`config.mk`:
```
export PLATFORM = sky130hd
export DESIGN_NAME = cb_config_loader
export DESIGN_NICKNAME = d
export VERILOG_FILES = /design/src/rtl/cb_config_loader.sv
export SDC_FILE = /design/constraint.sdc
export NUM_CORES = 1
export LEC_CHECK = 0
export CAP_MARGIN = 5
export CORE_MARGIN = 4
export CORE_UTILIZATION = 40
export CTS_BUF_LIST = sky130_fd_sc_hd__clkbuf_4 sky130_fd_sc_hd__clkbuf_8
export DETAILED_ROUTE_END_ITERATION = 12
export GPL_TIMING_DRIVEN = 0
export RECOVER_POWER = 50
export SYNTH_ARGS = -nofsm -noshare
export SYNTH_HDL_FRONTEND = slang
export SYNTH_SLANG_ARGS = --single-unit
```
`constraint.sdc`:
```
create_clock -name clk -period 2.2 [get_ports clk]
set_clock_uncertainty 0.1 [all_clocks]
set_input_delay 0.44 -clock clk [delete_from_list [all_inputs] [get_ports clk]]
set_output_delay 0.44 -clock clk [all_outputs]
set_load 0.01 [all_outputs]
```
`src/rtl/cb_config_loader.sv`:
```
// Connection-block config loader: shifts a serial bitstream into 35-bit words,
// validates each routing field and strobes legal words out to one block at a time.
//
// state  | meaning
// IDLE   | waiting for start after reset
// SHIFT  | accepting bits into the shadow word
// CHECK  | validating the five routing fields
// COMMIT | driving the word and write strobe to the selected block
// DONE   | all blocks written, waiting for start
// ERROR  | illegal field found, waiting for start
module cb_config_loader #(
  parameter int NUM_CB = 4,
  parameter int CFG_W  = 35
) (
  input  logic              clk,
  input  logic              reset,
  input  logic              start,
  input  logic              bit_in,
  input  logic              bit_valid,
  output logic              bit_ready,
  output logic [CFG_W-1:0]  cbconfig,
  output logic              cb_we,
  output logic [NUM_CB-1:0] cb_sel,
  output logic              busy,
  output logic              done,
  output logic              error,
  output logic [2:0]        err_field,
  output logic [2:0]        err_cb
);

  localparam logic [2:0] S_IDLE   = 3'd0;
  localparam logic [2:0] S_SHIFT  = 3'd1;
  localparam logic [2:0] S_CHECK  = 3'd2;
  localparam logic [2:0] S_COMMIT = 3'd3;
  localparam logic [2:0] S_DONE   = 3'd4;
  localparam logic [2:0] S_ERROR  = 3'd5;

  localparam logic [5:0] LAST_BIT = 6'(CFG_W - 1);
  localparam logic [2:0] LAST_BLK = 3'(NUM_CB - 1);

  logic [2:0]        state_q, state_d;
  logic [5:0]        cnt_q, cnt_d;
  logic [2:0]        blk_q, blk_d;
  logic [CFG_W-1:0]  shadow_q, shadow_d;
  logic [CFG_W-1:0]  cfg_q, cfg_d;
  logic [2:0]        err_field_q, err_field_d;
  logic [2:0]        err_cb_q, err_cb_d;
  logic              bit_ready_q, busy_q, done_q, error_q, cb_we_q;
  logic [NUM_CB-1:0] cb_sel_q;
  logic [4:0]        bad;
  logic [2:0]        first_bad;

  function automatic logic onehot5(input logic [4:0] v);
    return (v != 5'd0) && ((v & (v - 5'd1)) == 5'd0);
  endfunction

  // The output field drives a track, so exactly one LB enable may be set there.
  function automatic logic field_ok(input logic [6:0] f, input logic is_out);
    logic en_ok;
    en_ok = is_out ? (f[6] ^ f[0]) : (f[6] | f[0]);
    return (f == 7'd0) || (onehot5(f[5:1]) && en_ok);
  endfunction

  always_comb begin
    bad       = '0;
    first_bad = '0;
    for (int i = 0; i < 5; i++) begin
      bad[i] = !field_ok(shadow_q[7*i +: 7], i == 4);
    end
    for (int i = 4; i >= 0; i--) begin
      if (bad[i]) first_bad = 3'(i);
    end
  end

  always_comb begin
    state_d     = state_q;
    cnt_d       = cnt_q;
    blk_d       = blk_q;
    shadow_d    = shadow_q;
    cfg_d       = cfg_q;
    err_field_d = err_field_q;
    err_cb_d    = err_cb_q;
    case (state_q)
      S_IDLE, S_DONE, S_ERROR: begin
        if (start) begin
          state_d     = S_SHIFT;
          cnt_d       = '0;
          blk_d       = '0;
          err_field_d = '0;
          err_cb_d    = '0;
        end
      end
      S_SHIFT: begin
        if (bit_valid && bit_ready_q) begin
          shadow_d = {shadow_q[CFG_W-2:0], bit_in};
          cnt_d    = cnt_q + 6'd1;
          if (cnt_q == LAST_BIT) state_d = S_CHECK;
        end
      end
      S_CHECK: begin
        if (bad != 5'd0) begin
          state_d     = S_ERROR;
          err_field_d = first_bad;
          err_cb_d    = blk_q;
        end else begin
          state_d = S_COMMIT;
          cfg_d   = shadow_q;
        end
      end
      S_COMMIT: begin
        blk_d   = blk_q + 3'd1;
        cnt_d   = '0;
        state_d = (blk_q == LAST_BLK) ? S_DONE : S_SHIFT;
      end
      default: state_d = S_IDLE;
    endcase
  end

  always_ff @(posedge clk or negedge reset) begin
    if (!reset) begin
      state_q     <= S_IDLE;
      cnt_q       <= '0;
      blk_q       <= '0;
      shadow_q    <= '0;
      cfg_q       <= '0;
      err_field_q <= '0;
      err_cb_q    <= '0;
      bit_ready_q <= 1'b0;
      busy_q      <= 1'b0;
      done_q      <= 1'b0;
      error_q     <= 1'b0;
      cb_we_q     <= 1'b0;
      cb_sel_q    <= '0;
    end else begin
      state_q     <= state_d;
      cnt_q       <= cnt_d;
      blk_q       <= blk_d;
      shadow_q    <= shadow_d;
      cfg_q       <= cfg_d;
      err_field_q <= err_field_d;
      err_cb_q    <= err_cb_d;
      bit_ready_q <= (state_d == S_SHIFT);
      busy_q      <= (state_d == S_SHIFT) || (state_d == S_CHECK) || (state_d == S_COMMIT);
      done_q      <= (state_d == S_DONE);
      error_q     <= (state_d == S_ERROR);
      cb_we_q     <= (state_d == S_COMMIT);
      cb_sel_q    <= (state_d == S_COMMIT) ? (NUM_CB'(1) << blk_q) : '0;
    end
  end

  assign bit_ready = bit_ready_q;
  assign cbconfig  = cfg_q;
  assign cb_we     = cb_we_q;
  assign cb_sel    = cb_sel_q;
  assign busy      = busy_q;
  assign done      = done_q;
  assign error     = error_q;
  assign err_field = err_field_q;
  assign err_cb    = err_cb_q;

endmodule
```
# Word-level counts from Yosys, hierarchy flattened
# Cells that the tools add are included.
[word_totals]
ff_bits = 97
input_bits = 5
output_inout_bits = 50
elab_cells = 117
[op_classes]
addsub = 7
eq_ne = 15
n_shift = 1
mux = 21
bitwise = 11
reduce_logical = 49
[op_table]
columns = ["cell", "count"]
rows = [
  ["$mux W3", 13],
  ["$logic_not A7 Y1", 5],
  ["$reduce_bool A5 Y1", 6],
  ["$and A5 B5 Y5", 5],
  ["$logic_not A5 Y1", 5],
  ["$sub A5 B1 Y5 const B", 5],
  ["$pmux W3 S2", 3],
  ["$pmux W6 S3", 1],
  ["$eq A3 B2 Y1 const B", 5],
  ["$eq A3 B3 Y1 const B", 4],
  ["$mux W6", 2],
  ["$pmux W3 S4", 1],
  ["$logic_and A1 B1 Y1", 11],
  ["$logic_or A1 B1 Y1", 7],
  ["$add A6 B1 Y6 const B", 1],
  ["$eq A3 B1 Y1 const B", 2],
  ["$eq A6 B6 Y1 const B", 1],
  ["$ne A2 B2 Y1 const B", 3],
  ["$reduce_and A2 Y1", 3],
  ["$reduce_and A3 Y1", 2],
  ["$logic_not A1 Y1", 5],
  ["$mux W4", 1],
  ["$or A1 B1 Y1", 4],
  ["$reduce_bool A2 Y1", 2],
  ["7 further kinds", 7],
]

# Longest topological paths before layout
[logic_depth]
word_depth = 13
depth_mapped = 9

# Worst setup path before layout
# OpenSTA, ideal clock, no wires.
[synth_path]
kind = "register -> register"
startpoint = "reg shadow_q[30]"
endpoint = "reg cfg_q[0] (netlist: cbconfig[0])"
setup_ns = 0.125
arrival_time_ns = 2.136
t_required_ns = 1.975
slack_ns = -0.161
path_stages_with_launch = 8
period_less_slack_ns = 2.361
cell_sequence = "dfrtp_1 > or3_1 > o21ai_0 > a31oi_1 > nand3b_2 > nor4_4 > buf_6 > mux2_4"
[synth_via]
elab_chain_cells = 10
[synth_lines]
columns = ["item", "line", "text"]
rows = [
  ["start: declaration", "44", "logic [CFG_W-1:0] shadow_q, shadow_d;"],
  ["start signal: assignment", "138", "shadow_q <= shadow_d;"],
  ["$sub A5 B1 Y5", "54", "return (v != 5'd0) && ((v & (v - 5'd1)) == 5'd0);"],
  ["$and A5 B5 Y5", "54", ""],
  ["$logic_not A5 Y1", "54", ""],
  ["$logic_and A1 B1 Y1", "54", ""],
  ["$logic_and A1 B1 Y1", "61", "return (f == 7'd0) || (onehot5(f[5:1]) && en_ok);"],
  ["$logic_or A1 B1 Y1 (*)", "61", ""],
  ["$logic_not A1 Y1 (*)", "68", "bad[i] = !field_ok(shadow_q[7*i +: 7], i == 4);"],
  ["$reduce_bool A5 Y1 (*)", "101", "if (bad != 5'd0) begin"],
  ["$not A1 Y1 (no source line) (*)", "-", ""],
  ["$reduce_and A2 Y1 (no source line) (*)", "-", ""],
  ["end signal: assignment", "139", "cfg_q <= cfg_d;"],
  ["end: declaration", "45", "logic [CFG_W-1:0] cfg_q, cfg_d;"],
]
# Mark *: on every way between the ends. The rest lies on a longest branch, timed or not.
# A chain may end at the register's enable or synchronous reset.

# Worst setup path after layout
[layout_path]
startpoint = "reg shadow_q[34]"
endpoint = "reg cfg_q[23] (netlist: cbconfig[23])"
[layout_via]
elab_chain_cells = 7
[layout_lines]
columns = ["item", "line", "text"]
rows = [
  ["$xor A1 B1 Y1", "60", "en_ok = is_out ? (f[6] ^ f[0]) : (f[6] | f[0]);"],
  ["$logic_and A1 B1 Y1", "61", ""],
  ["$logic_or A1 B1 Y1 (*)", "61", ""],
  ["$logic_not A1 Y1 (*)", "68", ""],
  ["$reduce_bool A5 Y1 (*)", "101", ""],
  ["$not A1 Y1 (no source line) (*)", "-", ""],
  ["$reduce_and A2 Y1 (no source line) (*)", "-", ""],
]
# Marked as above.

==> impl_metrics.tcl <==
set metrics [dict create \
    drt_pre_antenna_iters 4 \
    clk_latency_ps 370 \
    antenna_found_initial 0 \
    clk_pin_slew_ps 90 \
    hold_start "cbconfig[6]" \
    reg2reg_from "shadow_q[34]" \
    drt-wirelength-per-cell_um 15.8 \
    violations "negative setup slack" \
    dr_total_vias 2975 \
    syn_area_per_cell_um2 13.1 \
    ios 55 \
    cellPowerDensity_mw_per_mm2 932 \
    drive_above_1_share_pct 38.5 \
    area_growth_pct 34.9 \
    ys_seq_elements 97 \
    r2r_end "cbconfig[23]" \
    cp.required_ps 2340 \
    start_util_pct 40.8 \
    synth_top_family_by_area "multiplexers" \
    drc 0 \
    start_kind "flip-flop" \
    whs_ps 418 \
    ant_nets 0 \
    synth_xor_area_share_pct 1.98 \
    hold_violations 0 \
    cts-root-buf "clkbuf_8" \
    reg2reg_depth 9 \
    period_minus_slack_ps 2450 \
    netlist_instances 339 \
    portBuffers 54 \
    hpwl_um 5790 \
    cts_tree "done" \
    gp_congestion 0.781 \
    diodes 0 \
    pwr-share-seq_pct 46.9 \
    swShare_pct 34.9 \
    synthFlopType "dfrtp_1" \
    holdPathEnd "cbconfig[6]" \
    reg2reg_setup_slack_ps -250 \
    cp.arrival_ps 2600 \
    cts_buffers 9 \
    pwr-share-clk_pct 19.7 \
    synth_cell_types 49 \
    grt_start_max_net_pins 60 \
    grt_remaining_overflow 0 \
    clock_sinks 97 \
    synth_compound_area_share_pct 6.14 \
    dr_wl_met2_um 4340 \
    netlist_area_mm2 0.00443 \
    final_common_cell "dfrtp_1" \
    viasPerCell 5.07 \
    critPathMaxFanout 5 \
    rsz0062_at_grt "yes" \
    switchingPower_mw 1.94 \
    synth_fp_nets 351 \
    slew_violations 0 \
    synth_fa_ha_area_share_pct 1.98 \
    grt_pass1_wl_um 15400 \
    dp_slack_ps -513 \
    p_int_mw 3.62 \
    met3WireLength_um 398 \
    max_freq_mhz 408 \
    m1WireLength_um 4380 \
    setup_viol 43 \
    leakagePower_nw 2.74 \
    critPathLaunch "shadow_q[34]" \
    die_w_um 113 \
    synth-simple-area-share_pct 12.1 \
    grtUsageTotal_pct 15.1 \
    final_cell_mix "93 x dfrtp_1, 53 x clkdlybuf4s50_1, 35 x mux2_2, 33 x mux2_4, 28 x buf_4" \
    drt_iter0_markers 134 \
    ys.warnings.count 0 \
    setup_ws_ps -252 \
    max-vdd-ir-drop_mv 0.413 \
    finalWirelength_um 9290 \
    core_mm2 0.0108 \
    synth.area.mux_share_pct 20.5 \
    cp-end-kind "flip-flop" \
    htreeDepth 3 \
    hp-class "reg -> reg" \
    dieArea_mm2 0.0128 \
    hold_depth 1 \
    ys_seq_area_share_pct 54.8 \
    combinationalPowerShare_pct 33.4 \
    cts_max_path_buffers 2 \
    post-route-period-util_pct 111 \
    first_global_vias 3013 \
    die_h_um 113 \
    maxCapViolCount 0 \
    fp-row-count 38 \
    tightest_slew_ps 970 \
    slew_headroom_pct 35.3 \
    status "finished with violations" \
    nets 455 \
    synth_edf_count 0 \
    synthArstFlopShare_pct 100 \
    crit_type "reg -> reg" \
    routed.top_layer "met4" \
]
## routing by layer
layer  global-route usage [%]  vias to the layer above
met1                     21.0                     1498
met2                     22.6                       55
li1                         -                     1408
met5                        0                        -
met4                     5.45                        0
met3                     4.44                       14
## logic make-up (layout without fill, tap and decap cells)
kind of cell    Yosys count  count (layout)
mux                      71              71
buf+inv                  19             127
fa+ha+maj                 7               7
xor+xnor                 10              10
simple gates             97              97
flops                    97              97
compound gates           38              38
## cell usage after synthesis, types with 4 or more instances
library cell | n | area, um2
buf_6 | 5 | 56.3
nor2_1 | 22 | 82.6
xor2_1 | 9 | 78.8
o21ai_0 | 14 | 70.1
mux2_4 | 30 | 450
inv_1 | 8 | 30.0
nor3_1 | 7 | 35.0
mux2_2 | 35 | 394
a21oi_1 | 4 | 20.0
nand3_1 | 5 | 25.0
and3_1 | 5 | 31.3
dfrtp_1 | 97 | 2430
nand2_1 | 22 | 82.6
nor4_1 | 5 | 31.3
clkbuf_1 | 6 | 22.5
nand2b_1 | 6 | 37.5
ha_1 | 7 | 87.6
## flip-flops by register name, summed over array words and instances, names as in the netlist, 3 cells and up
register and count:
err_cb 3, state_q 3, err_field 3, cnt_q 6, blk_q 3, shadow_q 35
cbconfig 35, cb_sel 4
## how the worst max path moves through the flow
stage	cells past startpoint	slack [ps]	end
final	9	-250	cbconfig[23]
after global routing	9	-320	cbconfig[30]
after CTS	10	-300	cbconfig[2]
after detailed placement	8	-510	cbconfig[30]
after global placement	1	-3070	cbconfig[33]
after floorplan	8	-160	cbconfig[0]
## power by group through the flow
stage	sequential (mW)	combinational [mW]	clock, mW
global route	2.68	2.04	1.22
floorplan	2.49	0.985	0
detailed placement	2.62	1.23	0
CTS	2.57	1.67	1.14
finish	2.61	1.86	1.09
global placement	2.60	1.18	0
## worst max-delay path, cell delays in order (launching register included)
cell       delay, ps
dfrtp_1          410
or3_1            410
a211oi_2         260
a31oi_2           70
nand3b_4         200
nor4_4           160
buf_6            170
buf_12           130
clkbuf_16        140
mux2_4           290
## timing repair
item / CTS / global route
setup buffers: 29 / 11
endpoints found under the hold margin: 38 / 0
hold buffers: 1 / 0
gates resized for setup: 33 / 32
pin swaps: 6 / 12
gates cloned: 1 / 1
setup endpoints to repair: 55 / 70
## per-stage QoR
stage,cell area [um2],utilization (%),total power [mW],cells,TNS [ps]
6_report,5970,55.1,5.56,587,-8190
5_1_grt,5970,55.1,5.94,587,-10960
4_1_cts,5800,53.5,5.38,579,-10860
3_5_place_dp,5170,47.7,3.85,534,-23930
3_3_place_gp,5150,47.5,3.78,533,-319160
2_1_floorplan,4430,-,3.47,339,-5080
## layout make-up
class	count	area, um2
fill	948	4870
buffer	8	73.8
sequential	97	2430
clock inverter	2	12.5
multi-input combinational	223	2100
inverter	8	30.0
timing repair buffer	96	967
clock buffer	13	173
tap	140	175
No activity file was read; power rests on OpenSTA's default activity.
